<file path="config.mk">
export PLATFORM = sky130hd
export DESIGN_NAME = mem_seq_ctrl
export DESIGN_NICKNAME = d
export VERILOG_FILES = /design/src/rtl/mem_seq_ctrl.sv
export SDC_FILE = /design/constraint.sdc
export NUM_CORES = 1
export LEC_CHECK = 0
export CAP_MARGIN = 20
export CORE_MARGIN = 2
export CORE_UTILIZATION = 40
export DETAILED_ROUTE_END_ITERATION = 6
export HOLD_SLACK_MARGIN = 0.15
export PLACE_DENSITY_LB_ADDON = 0.12
export SLEW_MARGIN = 10
export SYNTH_ARGS = -nofsm -noshare
export SYNTH_HDL_FRONTEND = slang
export SYNTH_SLANG_ARGS = --single-unit
</file>
<file path="constraint.sdc">
create_clock -name clk -period 1.3 [get_ports clk]
set_input_delay 0.39 -clock clk [delete_from_list [all_inputs] [get_ports clk]]
set_output_delay 0.39 -clock clk [all_outputs]
set_load 0.005 [all_outputs]
</file>
<file path="src/rtl/mem_seq_ctrl.sv">
// mem_seq_ctrl
// ------------
// Sequencing controller placed in front of a small single-port SRAM. After
// start it collects exactly DEPTH words from a valid/ready input stream and
// writes them to addresses 0..DEPTH-1. It then reads the same locations back
// in order and presents them on a valid/ready output stream. The SRAM is
// expected to present read data combinationally whenever mem_we is low.
//
// DEPTH must equal 2**ADDR_W so that the address counter wraps exactly at
// the end of a burst.
//
// Ports
//   clk        in   rising-edge clock
//   rst_n      in   asynchronous active-low reset
//   start      in   begin a burst (only looked at while idle)
//   in_valid   in   input word valid
//   in_data    in   input word
//   in_ready   out  input word accepted this cycle (high while writing)
//   mem_we     out  SRAM write enable (registered)
//   mem_addr   out  SRAM address (registered)
//   mem_din    out  SRAM write data (registered)
//   mem_dout   in   SRAM read data, combinational from mem_addr
//   out_valid  out  read-back word valid
//   out_data   out  read-back word
//   out_ready  in   downstream accepts the read-back word
//   busy       out  a burst is in progress
//   done       out  one-cycle pulse after the last word has been handed off
module mem_seq_ctrl #(
  parameter int DATA_W = 8,
  parameter int ADDR_W = 3,
  parameter int DEPTH  = 8
) (
  input  logic              clk,
  input  logic              rst_n,
  input  logic              start,
  input  logic              in_valid,
  input  logic [DATA_W-1:0] in_data,
  output logic              in_ready,
  output logic              mem_we,
  output logic [ADDR_W-1:0] mem_addr,
  output logic [DATA_W-1:0] mem_din,
  input  logic [DATA_W-1:0] mem_dout,
  output logic              out_valid,
  output logic [DATA_W-1:0] out_data,
  input  logic              out_ready,
  output logic              busy,
  output logic              done
);

  // Index of the last word in a burst, at the width of each counter that
  // gets compared against it.
  localparam logic [ADDR_W:0]   LAST_WR   = (ADDR_W + 1)'(DEPTH - 1);
  localparam logic [ADDR_W-1:0] LAST_ADDR = ADDR_W'(DEPTH - 1);

  typedef enum logic [2:0] {
    IDLE,
    WRITE,
    TURN,
    READ,
    FLUSH
  } state_t;

  state_t state;
  state_t state_next;

  // One bit wider than the address so it can count a full burst.
  logic [ADDR_W:0] wr_cnt;

  logic accept;
  logic load;
  logic finish;

  // State register.
  always_ff @(posedge clk or negedge rst_n) begin
    if (!rst_n) begin
      state <= IDLE;
    end else begin
      state <= state_next;
    end
  end

  // Next-state logic plus the per-cycle handshake qualifiers. accept is an
  // input handshake while writing, load refills the output register while
  // reading, and finish is the hand-off of the final word from FLUSH.
  always_comb begin
    state_next = state;
    in_ready   = 1'b0;
    accept     = 1'b0;
    load       = 1'b0;
    finish     = 1'b0;
    case (state)
      IDLE: begin
        if (start) begin
          state_next = WRITE;
        end
      end
      WRITE: begin
        in_ready = 1'b1;
        accept   = in_valid;
        if (in_valid && (wr_cnt == LAST_WR)) begin
          state_next = TURN;
        end
      end
      TURN: begin
        // The SRAM commits the last word during this cycle.
        state_next = READ;
      end
      READ: begin
        // The output register can take a new word whenever it is empty or
        // its current word leaves this cycle.
        load = !out_valid || out_ready;
        if (load && (mem_addr == LAST_ADDR)) begin
          state_next = FLUSH;
        end
      end
      FLUSH: begin
        finish = out_valid && out_ready;
        if (finish) begin
          state_next = IDLE;
        end
      end
      default: begin
        state_next = IDLE;
      end
    endcase
  end

  assign busy = (state != IDLE);

  // Datapath registers. The SRAM interface is fully registered so that a
  // word accepted at one edge is driven to the SRAM during the next cycle.
  // Read data is captured straight from mem_dout while mem_we is low; the
  // TURN cycle guarantees the last write has finished before the first read.
  always_ff @(posedge clk or negedge rst_n) begin
    if (!rst_n) begin
      wr_cnt    <= '0;
      mem_we    <= 1'b0;
      mem_addr  <= '0;
      mem_din   <= '0;
      out_valid <= 1'b0;
      out_data  <= '0;
      done      <= 1'b0;
    end else begin
      done <= finish;
      case (state)
        IDLE: begin
          wr_cnt <= '0;
          mem_we <= 1'b0;
        end
        WRITE: begin
          if (accept) begin
            mem_we   <= 1'b1;
            mem_addr <= wr_cnt[ADDR_W-1:0];
            mem_din  <= in_data;
            wr_cnt   <= wr_cnt + 1'b1;
          end else begin
            mem_we <= 1'b0;
          end
        end
        TURN: begin
          mem_we   <= 1'b0;
          mem_addr <= '0;
        end
        READ: begin
          mem_we <= 1'b0;
          if (load) begin
            out_data  <= mem_dout;
            out_valid <= 1'b1;
            // Wraps back to 0 after the last address.
            mem_addr  <= mem_addr + 1'b1;
          end else if (out_valid && out_ready) begin
            out_valid <= 1'b0;
          end
        end
        FLUSH: begin
          mem_we <= 1'b0;
          if (finish) begin
            out_valid <= 1'b0;
          end
        end
        default: begin
          mem_we <= 1'b0;
        end
      endcase
    end
  end

endmodule

</file>
**Yosys cells after proc, flatten, opt, wreduce, memory -nomap -nowiden**

Cells that the tools add are included.

- Logic and storage cells: 60
- Register bits: 29
- Bits of input ports: 21
- Output and inout bits: 24

- $add $sub $neg: 2
- Muxes and demuxes: 20
- Eq/ne operators: 14
- Reduce and logical (&&, ||, !) cells: 16

Operators by type and width:

| kind | count |
|---|---|
| $mux W3 | 6 |
| $pmux W3 S5 | 1 |
| $ne A2 B2 Y1 const B | 7 |
| $mux W1 | 9 |
| $pmux W3 S3 | 1 |
| $pmux W4 S2 | 1 |
| $eq A3 B2 Y1 const B | 2 |
| $eq A3 B3 Y1 const B | 2 |
| $reduce_and A2 Y1 | 3 |
| $reduce_and A3 Y1 | 2 |
| $reduce_bool A3 Y1 | 2 |
| $add A4 B1 Y4 const B | 1 |
| $eq A4 B3 Y1 const B | 1 |
| $mux W4 | 1 |
| $reduce_and A4 Y1 | 1 |
| $reduce_bool A2 Y1 | 2 |
| $add A3 B1 Y3 const B | 1 |
| $eq A3 B1 Y1 const B | 1 |
| $logic_and A1 B1 Y1 | 3 |
| $logic_not A3 Y1 | 1 |
| $ne A3 B3 Y1 const B | 1 |
| $pmux W1 S2 | 1 |
| $logic_not A1 Y1 | 1 |
| $logic_or A1 B1 Y1 | 1 |

**Depth between registers and ports, before layout**

Gate-level depths: netlist (run 1).

- Depth after elaboration: 5
- Gate-level depth with buffers: 5
- Depth with buffers taken out: 5

**Least setup slack after synthesis (run 1)**

Ideal clock, no wire load.

- Path kind: reg2reg
- Start: reg out_valid
- End: reg mem_addr[0]
- Buffers on the path: 0
- Cell stages (with the launch flop): 4
- Setup time: 0.125 ns
- Arrival time: 1.282 ns
- Path slack: -0.107 ns
- Data required time: 1.175 ns
- Clock period less this slack: 1.407 ns
- Cell sequence: dfrtp_1 > and2b_4 > a311oi_2 > mux2_2

- Longest elaborated chain between the ends: 5

Ends and longest elaborated chain:

| element | RTL line | source |
|---|---|---|
| from (decl) | 43 | `output logic out_valid,` |
| from (signal assigned) | 140 | `out_valid <= 1'b0;` |
| from (signal assigned) | 168 | `out_valid <= 1'b1;` |
| from (signal assigned) | 172 | `out_valid <= 1'b0;` |
| $logic_not A1 Y1 | 111 | `load = !out_valid \|\| out_ready;` |
| $logic_or A1 B1 Y1 | 111 |  |
| $mux W1 | 91 | `case (state)` |
| $ne A2 B2 Y1 (no line) | n/a |  |
| $reduce_and A3 Y1 (no line) | n/a |  |
| to (signal assigned) | 153 | `mem_addr <= wr_cnt[ADDR_W-1:0];` |
| to (signal assigned) | 170 | `mem_addr <= mem_addr + 1'b1;` |
| to (decl) | 40 | `output logic [ADDR_W-1:0] mem_addr,` |

Every way passes these cells.
A chain may end at the register's enable or synchronous reset.

**Final worst setup path (run 1)**

- Start: reg state[0]
- End: out busy

- Longest elaborated chain between the ends: 1

Ends and longest elaborated chain:

| element | RTL line | source |
|---|---|---|
| from (decl) | 63 | `state_t state;` |
| from (signal assigned) | 78 | `state <= state_next;` |
| $reduce_bool A3 Y1 | 128 | `assign busy = (state != IDLE);` |
| to (decl) | 46 | `output logic busy,` |

Every way passes these cells.

==> flow_metrics.env, run 1 <==
export IMPL_status="finished, violations left"
export IMPL_violations="negative setup slack"
export IMPL_drive_above_1_share_pct=55.0
export IMPL_clkSlewWorstSetupHoldPaths_ps=90
export IMPL_criticalPathCategory="register to primary output"
export IMPL_cp_slowest_cell="dfrtp_1"
export IMPL_min_path_type="input pin to asynchronous set/reset pin"
export IMPL_wl_um=3950
export IMPL_num_antenna_cells=0
export IMPL_yosysTopAreaCell="dfrtp_1"
export IMPL_p_leak_nw=1.14
export IMPL_synth_most_common_cell="dfrtp_1"
export IMPL_die_h_um=60.8
export IMPL_crit_path_end_kind="primary output"
export IMPL_hold_viol_final=0
export IMPL_globalplace_congestion=0.749
export IMPL_ys_types=28
export IMPL_nets=234
export IMPL_yosysWarningCount=0
export IMPL_first_iter_violations=62
export IMPL_synth_edf_count=0
export IMPL_cp_required_ps=910
export IMPL_n_fill_cell=205
export IMPL_initial_utilization_pct=42.3
export IMPL_cap_violations=0
export IMPL_path_cells="nor3_2 -> inv_1 -> buf_2"
export IMPL_syn_num_nets=144
export IMPL_fp_dieW_um=60.8
export IMPL_rsz0062_at_grt="true"
export IMPL_area_delta_synth_final_pct=81.8
export IMPL_synthTopCellsByCount="dfrtp_1, nand2_1, mux2_2"
export IMPL_port_buffers=44
export IMPL_fin_util_pct=76.8
export IMPL_overflow=0
export IMPL_whs_ps=407
export IMPL_num_vias=1273
export IMPL_p_int_mw=3.22
export IMPL_synth_seq_area_share_pct=56.3
export IMPL_cts_made_buffers=5
export IMPL_synth_top_flop_cell="dfrtp_1"
export IMPL_die_area_sq_mm=0.00370
export IMPL_synthArstFlopShare_pct=100
export IMPL_cts_buffer_depth=2
export IMPL_post_place_ws_ps=-654
export IMPL_maxSlewHeadroom_pct=74.5
export IMPL_cts_tree="done"
export IMPL_dr_pass1_iters=4
export IMPL_worstPathArrival_ps=1220
export IMPL_switchingPower_mw=1.73
export IMPL_holdBufCountCts=0
export IMPL_wl_per_cell_um=15.5
export IMPL_drc=0
export IMPL_slowest_delay_ps=400
export IMPL_clkPwrFrac_pct=12.8
export IMPL_clock_skew_ps=5.71
export IMPL_slew_viol_final=0
export IMPL_swShare_pct=34.9
export IMPL_cts_sinks=29
export IMPL_fin_crit_ps=1610
export IMPL_fmax_mhz=622
export IMPL_synthTopCellsByArea="dfrtp_1, mux2_2, nand2_1"
export IMPL_cellPowerDensity_mw_per_mm2=2110
export IMPL_tightest_slew_ps=382
export IMPL_syn_avg_cell_area_sq_um=10.7
export IMPL_post_dp_cell_area_sq_mm=0.00193
export IMPL_h_tree_depth=2
export IMPL_viasPerCell=4.99
export IMPL_combPwrFrac_pct=56.6
export IMPL_setup_ws_ps=-308
export IMPL_rows=20
export IMPL_grt_max_degree=30
export IMPL_synth_cells=120
export IMPL_syn_cell_area_sq_mm=0.00129
export IMPL_cp_start_kind="register"
export IMPL_seqPwrFrac_pct=30.6
export IMPL_grt_pass1_vias=1264
export IMPL_grt_pass1_wl_um=5850
export IMPL_worstSkewPairLatency_ps=330
export IMPL_synth_seq_cells=29
export IMPL_root_buffer="clkbuf_4"
export IMPL_irDropWorstVdd_v=0.00108
export IMPL_cp_max_fo=2
export IMPL_fin_area_sq_mm=0.00234
export IMPL_post_dp_hpwl_um=2130
export IMPL_yosys_area_top_type_share_pct=56.3
export IMPL_grt_usage_pct=22.0
export IMPL_setup_violations=30
export IMPL_period_share_pct=124
export IMPL_drtAntennaViolNets=0
export IMPL_antenna_found_initial=0
export IMPL_coreArea_sq_mm=0.00305
export IMPL_io_pins=45
[final timing paths]
kind / startpoint / to / slack [ps] / cells past startpoint
worst max-delay path: state[0] / busy / -310 / 3
worst min-delay path: rst_n / out_data[6] / 410 / 2
worst max register to register: state[2] / mem_addr[1] / -250 / 4
worst min register to register: mem_din[6] / mem_din[6] / 480 / 2
max in group asynchronous: rst_n / mem_we / 730 / 2
min in group clk: mem_din[6] / mem_din[6] / 480 / 2
[layout by cell type (no fill, tap or decap), types with 2 or more instances in the layout]
master            n
nand3_2           2
nand2_1          17
buf_6            10
clkbuf_8          2
ha_4              2
clkbuf_4          5
o22ai_1           2
dfrtp_1          29
mux2_4           11
o21ai_1           2
buf_2            22
buf_8             2
nor3_2            2
mux2i_1           2
or3_1             2
inv_1             7
buf_12            3
nand2_4           2
clkdlybuf4s50_1  18
nand2_2           9
buf_4            30
nor2b_1           2
nor2_1            2
a21oi_2           4
dlygate4sd2_1     2
[power by group through the flow]
stage	Sequential, mW	Clock (mW)	Combinational [mW]
after floorplan	1.53	0	0.883
after global placement	1.52	0	1.99
after detailed placement	1.53	0	2.04
after CTS	1.50	0.648	2.56
after global routing	1.56	0.699	3.03
final	1.52	0.637	2.80
[metal layers]
| metal | vias up | GRT usage [%] | share of wire, % |
|---|---|---|---|
| met5 | - | 0 | 0 |
| met4 | 0 | 6.52 | 1.4 |
| met3 | 5 | 7.25 | 6.0 |
| met2 | 53 | 36.7 | 52 |
| met1 | 623 | 27.3 | 40 |
| li1 | 592 | - | - |
[through the flow]
| stage | TNS, ps | instances | power, mW |
|---|---|---|---|
| finish | -3540 | 255 | 4.95 |
| global route | -5100 | 255 | 5.29 |
| CTS | -3370 | 252 | 4.71 |
| detailed placement | -12770 | 221 | 3.57 |
| global placement | -12310 | 221 | 3.51 |
| floorplan | -1050 | 120 | 2.41 |
[worst max-delay path: cells and delay by family (launching register included)]
kind	cells	cell delay, ps
buf+inv	2	220
flops	1	400
simple gates	1	260
[state kept, by name, indices dropped and copies added, names as in the netlist]
register	flops
mem_we	1
out_data	8
done	1
state	3
wr_cnt	4
out_valid	1
mem_addr	3
mem_din	8
[kinds of logic after synthesis]
kind of cell,after synthesis,share of synthesized area (%)
fa+ha+maj,3,2.91
buf+inv,13,4.36
mux,13,11.2
compound gates,16,8.15
flops,29,56.3
simple gates,46,17.2
[final cells by class]
type / count / area [sq um] / area share, %
Sequential cell: 29 / 726 / 30.9
Clock buffer: 7 / 65.1 / 2.77
Timing Repair Buffer: 88 / 763 / 32.6
Clock inverter: 1 / 5.00 / 0.213
Multi-Input combinational cell: 78 / 696 / 29.7
Inverter: 8 / 35.0 / 1.49
Tap cell: 44 / 55.1 / 2.35
[what timing repair did]
item	in CTS	in global routing
gates resized for setup	144	13
setup buffers	21	3
endpoints found under the setup margin	47	36
cloned	2	0
hold endpoints to repair	0	0
pin swaps	25	5
Note: power is estimated with default switching activity, not from simulation.
==> run 2: changes to the inputs <==
--- a/constraint.sdc
+++ b/constraint.sdc
@@ -3,2 +3,2 @@
 set_output_delay 0.39 -clock clk [all_outputs]
-set_load 0.005 [all_outputs]
+set_load 0.01 [all_outputs]
==> flow_metrics.env, run 2 (synthesized netlist as in run 1, its figures left out) <==
export IMPL_status="finished, violations left"
export IMPL_violations="negative setup slack"
export IMPL_period_share_pct=128
export IMPL_hold_viol_final=0
export IMPL_setup_ws_ps=-366
export IMPL_rows=20
export IMPL_cts_made_buffers=5
export IMPL_clkSlewWorstSetupHoldPaths_ps=90
export IMPL_crit_path_end_kind="primary output"
export IMPL_drc=0
export IMPL_cap_violations=0
export IMPL_fp_dieW_um=60.8
export IMPL_viasPerCell=4.92
export IMPL_wl_per_cell_um=13.7
export IMPL_num_vias=1210
export IMPL_criticalPathCategory="register to primary output"
export IMPL_tightest_slew_ps=360
export IMPL_irDropWorstVdd_v=0.00113
export IMPL_worstReg2RegEnd="out_data[1]"
export IMPL_fin_crit_ps=1670
export IMPL_setup_tns_ps=-4830
export IMPL_initial_utilization_pct=42.3
export IMPL_grt_usage_pct=19.5
export IMPL_fmax_mhz=600
export IMPL_final_cell_mix="nand2_1, dfrtp_1, buf_2, buf_4, clkdlybuf4s50_1"
export IMPL_drtAntennaViolNets=0
export IMPL_multi_input_area_sq_um=657
export IMPL_io_pins=45
export IMPL_clock_skew_ps=5.32
export IMPL_first_iter_violations=53
export IMPL_dr_pass1_iters=4
export IMPL_p_leak_nw=1.07
export IMPL_cts_tree="done"
export IMPL_n_fill_cell=238
export IMPL_post_dp_hpwl_um=2170
export IMPL_die_h_um=60.8
export IMPL_area_delta_synth_final_pct=72.0
export IMPL_whs_ps=420
export IMPL_r2r_cells=6
export IMPL_maxSlewHeadroom_pct=76.0
export IMPL_drive_above_1_share_pct=48.0
export IMPL_slew_viol_final=0
export IMPL_h_tree_depth=2
export IMPL_setup_violations=25
export IMPL_root_buffer="clkbuf_4"
export IMPL_grt_pass1_vias=1156
export IMPL_die_area_sq_mm=0.00370
export IMPL_nets=225
export IMPL_port_buffers=44
export IMPL_holdBufCountCts=0
export IMPL_grt_pass1_wl_um=5180
export IMPL_rsz0062_at_grt="true"
export IMPL_antenna_found_initial=0
export IMPL_cp_start_kind="register"
export IMPL_p_total_mw=4.78
export IMPL_grt_max_degree=30
export IMPL_worstPathArrival_ps=1280
export IMPL_wl_um=3380
export IMPL_overflow=0
export IMPL_cp_required_ps=910
export IMPL_startpoint="state[0]"
export IMPL_worstSkewPairLatency_ps=320
export IMPL_seq_area_sq_um=727
export IMPL_cts_sinks=29
export IMPL_globalplace_congestion=0.740
export IMPL_cts_buffer_depth=2
export IMPL_num_antenna_cells=0
export IMPL_coreArea_sq_mm=0.00305
export IMPL_reg2reg_from="state[2]"
export IMPL_min_path_type="input pin to asynchronous set/reset pin"
export IMPL_reg_top3="mem_din (8), out_data (8), wr_cnt (4)"
export IMPL_cp_max_fo=3
export IMPL_cellPowerDensity_mw_per_mm2=2160
export IMPL_reg2reg_slack_ps=-320
[run 2: changes by cell type in the layout (fill, tap and decap cells not counted), sizes merged]
cell and delta:
clkinv -2, clkdlybuf4s50 +1, inv +1, dlygate4sd2 -1
bufinv +1, buf -9
[run 2: stage by stage]
stage                     setup WS [ps]  instance area [sq um]  std cells  util (%)
after floorplan                   -89.1                   1330        120         -
final                              -366                   2220        246      72.7
after CTS                          -337                   2100        241      68.6
after global routing               -430                   2220        246      72.7
after detailed placement           -598                   1940        221      63.7
after global placement             -557                   1940        221      63.7
[run 2: timing repair]
item / CTS / global route
buffers inserted: 12 / 7
pin swaps: 4 / 7
hold endpoints to repair: 0 / 0
gates resized for setup: 116 / 24
setup endpoints to repair: 48 / 39
[run 2: final cells by class]
cell class / count / area share (%)
Sequential cell: 29 / 32.8
Timing Repair Buffer: 79 / 29.9
Multi-Input combinational cell: 78 / 29.6
Clock buffer: 7 / 2.48
Tap cell: 44 / 2.48
Clock inverter: 1 / 1.35
Inverter: 8 / 1.35
[run 2: worst max-delay path by stage]
| stage | cells past startpoint | slack (ps) | endpoint |
|---|---|---|---|
| 2_1_floorplan | 4 | -90 | out_data[1] |
| 3_3_place_gp | 4 | -560 | mem_addr[0] |
| 3_5_place_dp | 4 | -600 | mem_addr[0] |
| 4_1_cts | 4 | -340 | busy |
| 5_1_grt | 4 | -430 | busy |
| 6_report | 4 | -370 | busy |
[run 2: critical path, cell delays in order (launching register included)]
cell and delay, ps:
dfrtp_1 400, buf_6 140, nor3_4 230, inv_2 70, buf_6 120
[run 2: power breakdown]
| group | total (mW) | internal [mW] | switching [mW] |
|---|---|---|---|
| Clock | 0.773 | 0.459 | 0.314 |
| Combinational | 2.51 | 1.38 | 1.12 |
| Sequential | 1.50 | 1.28 | 0.224 |
| Total | 4.78 | 3.12 | 1.66 |
[run 2: per-layer routing]
| metal | vias to the layer above | GRT usage (%) | wire length, um |
|---|---|---|---|
| met3 | 6 | 7.25 | 198 |
| met1 | 589 | 25.3 | 1430 |
| met5 | - | 0 | 0 |
| met4 | 0 | 6.83 | 53 |
| li1 | 575 | - | - |
| met2 | 40 | 30.3 | 1700 |
==> RTL edit 1: new RTL, settings of run 2 <==
`DATA_W`: 8 -> 10.
--- a/src/rtl/mem_seq_ctrl.sv
+++ b/src/rtl/mem_seq_ctrl.sv
@@ -26,7 +26,7 @@
 //   busy       out  a burst is in progress
 //   done       out  one-cycle pulse after the last word has been handed off
 module mem_seq_ctrl #(
-  parameter int DATA_W = 8,
+  parameter int DATA_W = 10,
   parameter int ADDR_W = 3,
   parameter int DEPTH  = 8
 ) (
Interface: changed (resized in_data, mem_din, mem_dout and out_data); port bits go from 45 to 53. The function was not compared with the original's and may differ.
==> RTL edit 1 against run 2 <==
- the run still ends with negative setup slack left
- first-iteration DRC count decreased by 7.5%
- die area increased by 14%
- design area rose by 12%
- power is 15% higher
- via count increased by 11%
- count of clock-buffer cells in the layout fell by 1
- area after synthesis increased by 15%
- wire length is 18% higher
- maximum frequency increased by 8.6%
- setup slack improved by 0.13 ns
- sequential cell count grew 4
- global-route usage is 0.51 points higher
- critical path type is now register to register
==> RTL edit 1: results (changes against run 2) <==
| Metric | Value |
|---|---|
| Crit-path max cell delay | 0.44 ns (+0.04 ns) |
| Mux share of post-synthesis cell area | 0.112 (+0.000505) |
| Run status | finished, violations left |
| FF-to-FF path depth | 5 (-1) |
| DPL Wire Length | 2.49 mm (+15%) |
| Clk tree area frac | 0.0311 (-0.00726) |
| Worst setup endpoint | out_data[3] |
| # port buffers | 52 (+18%) |
| Final setup vio count | 18 (-28%) |
| Clock buffer cells | 6 (-1) |
| Fillers | 280 (+18%) |
| Min setup slack post-route | -0.234 ns (+0.132 ns) |
| Total Nets Final | 250 (+11%) |
| Largest regs | mem_din: 10 flops, out_data: 10 flops, wr_cnt: 4 flops |
| Non-CTS buffers | 88 (+11%) |
| Mean routed wirelength per cell | 14.7 µm (+7.4%) |
| Tot GR Track Use | 0.200 (+0.00507) |
| Worst-path clk slew | 0.06 ns (-0.03 ns) |
| 1st-iter DRT viols | 49 (-7.5%) |
| Violated checks | negative setup slack |
| Post-synthesis cell type count | 31 (+11%) |
| Post-Synth Adder-Cell Area | 0.0253 (-0.00382) |
| First-pass GRT wire length | 6.40 mm (+24%) |
| Routability cong. | 0.773 (+4.3%) |
| Non-clock buffer share | 0.298 (-0.00160) |
| Clk. pwr | 717 µW (-7.2%) |
| P_comb | 2.99 mW (+19%) |
| FFs & Latches | 33 (+14%) |
| Largest fanout on the critical path | 10 (+7) |
| Post-CTS sizing | 104 (-10%) |
[RTL edit 1: cell families (layout without fill, tap and decap cells)]
family	Yosys count	in the layout
adders and majority gates	3	3
and+or+nand+nor	52	52
buffers and inverters	12	101
AOI/OAI and AO/OA	18	18
muxes	15	15
DFF	33	33
[RTL edit 1: through the flow]
stage / instance area, µm² / cells / total power [mW] / worst slack, ns / hold slack (ns)
floorplan: 1500 / 133 / 2.95 / -0.0790 / 0.0944
global placement: 2190 / 246 / 4.12 / -0.516 / 0.457
detailed placement: 2190 / 246 / 4.22 / -0.543 / 0.465
CTS: 2410 / 264 / 5.12 / -0.238 / 0.471
global route: 2490 / 270 / 5.90 / -0.280 / 0.484
finish: 2490 / 270 / 5.51 / -0.234 / 0.462
[RTL edit 1: per-layer routing]
layer	vias to the layer above	share of wire	track usage
met4	0	0.0078	0.0665
met3	5	0.060	0.0712
met1	673	0.38	0.220
met5	-	0	0
li1	630	-	-
met2	40	0.55	0.357
==> RTL edit 2: new RTL, settings of run 2 <==
Without the edit above. Make the reset (`rst_n`) synchronous in 2 clocked blocks. Comments in the files are not updated.
--- a/src/rtl/mem_seq_ctrl.sv
+++ b/src/rtl/mem_seq_ctrl.sv
@@ -71,7 +71,7 @@
   logic finish;
 
   // State register.
-  always_ff @(posedge clk or negedge rst_n) begin
+  always_ff @(posedge clk) begin
     if (!rst_n) begin
       state <= IDLE;
     end else begin
@@ -131,7 +131,7 @@
   // word accepted at one edge is driven to the SRAM during the next cycle.
   // Read data is captured straight from mem_dout while mem_we is low; the
   // TURN cycle guarantees the last write has finished before the first read.
-  always_ff @(posedge clk or negedge rst_n) begin
+  always_ff @(posedge clk) begin
     if (!rst_n) begin
       wr_cnt    <= '0;
       mem_we    <= 1'b0;
Formal check against the unedited RTL: differs if rst_n is asserted again (counterexample within 4 cycles, from zero or initial values and one cycle with rst_n low); with rst_n held inactive, the same outputs for 10 cycles.
==> RTL edit 2 against run 2 <==
- the run still ends with negative setup slack left
- final cell count rose by 12%
- clock skew rose by 0.0072 ns
- largest cell class is now multi-input gates
- first-iteration DRC count fell by 28%
- synthesized cell count rose by 26%
- setup slack improved by 0.084 ns
- highest routed layer unchanged
- sequential cell count did not move
- wire length rose by 24%
- area after synthesis rose by 4.8%
- design area rose by 3.9%
- global-route usage rose by 2.1 points
Power is not compared: it rests on default switching activity, and its combinational part moved more than twofold at a synthesized area within 25%.
==> RTL edit 2: results (changes against run 2) <==
| Metric | Value |
|---|---|
| Routability cong. | 0.796 (+7.5%) |
| Post-Synth Adder-Cell Area | 0.0278 (-0.00132) |
| Slowest CP cell | or3_4 |
| Syn Nets | 175 (+22%) |
| Final setup vio count | 29 (+16%) |
| Run status | finished, violations left |
| Post-Place Setup Slack | -0.452 ns (+0.146 ns) |
| Post-CTS sizing | 123 (+6.0%) |
| Crit path max-delay family | simple AND/OR/NAND/NOR gates |
| Reg2Reg Setup Slack | -0.19 ns (+0.13 ns) |
| Violated checks | negative setup slack |
| Synth area leaders | dfxtp_1 (43%), a21boi_1 (10%), nand2_1 (5.6%), nand3_1 (4.4%), a21oi_1 (3.0%) |
| DR vias | 1,464 (+21%) |
| Compound-Gate Fraction of Synth Area | 0.254 (+0.172) |
| DPL Wire Length | 2.56 mm (+18%) |
| Tot GR Track Use | 0.217 (+0.0213) |
| 1st-iter DRT viols | 38 (-28%) |
| Hold Path Class | register to register |
| Post-CTS setup buffer count | 6 (-6) |
| Mean routed wirelength per cell | 15.2 µm (+11%) |
| Crit path DAT | 1.19 ns (-0.09 ns) |
| FF-to-FF End | wr_cnt[2] |
| Async S/R FF share, synth | 0 (-1.00) |
| Post-synthesis cell type count | 35 (+25%) |
| Fin crit share | 1.22 (-0.0648) |
| Synth top cells by count | dfxtp_1 (29), nand2_1 (20), a21boi_1 (18) |
| Min setup slack post-route | -0.282 ns (+0.0842 ns) |
| Largest net degree at the start of global routing | 18 (-40%) |
| Crit-path max cell delay | 0.38 ns (-0.02 ns) |
## RTL edit 2: changes by cell type after synthesis, sizes merged, moves of 6 or more
cell	delta
a21boi	+18
dfrtp	-29
dfxtp	+29
mux2	-11
nand2	-8
nand3	+9
o21ai	+6
## RTL edit 2: layout make-up
cell class                      count  area, µm²
Fill cell                         256        978
Multi-Input combinational cell    108        887
Timing Repair Buffer               81        671
Sequential cell                    29        606
Clock buffer                        7       65.1
Tap cell                           46       57.6
Inverter                            4       15.0
Clock inverter                      1       5.00
## RTL edit 2: report_power, final
group,internal [mW],switching [mW],leakage [nW]
registers,0.911,0.0120,0.245
logic,0.157,0.112,0.641
clock network,0.313,0.335,0.0413
## RTL edit 2: routing by layer
metal	global-route usage	up-vias	share of wire
li1	-	702	-
met1	0.237	703	0.42
met2	0.380	42	0.50
met3	0.0598	17	0.046
met4	0.117	0	0.036
met5	0	-	0
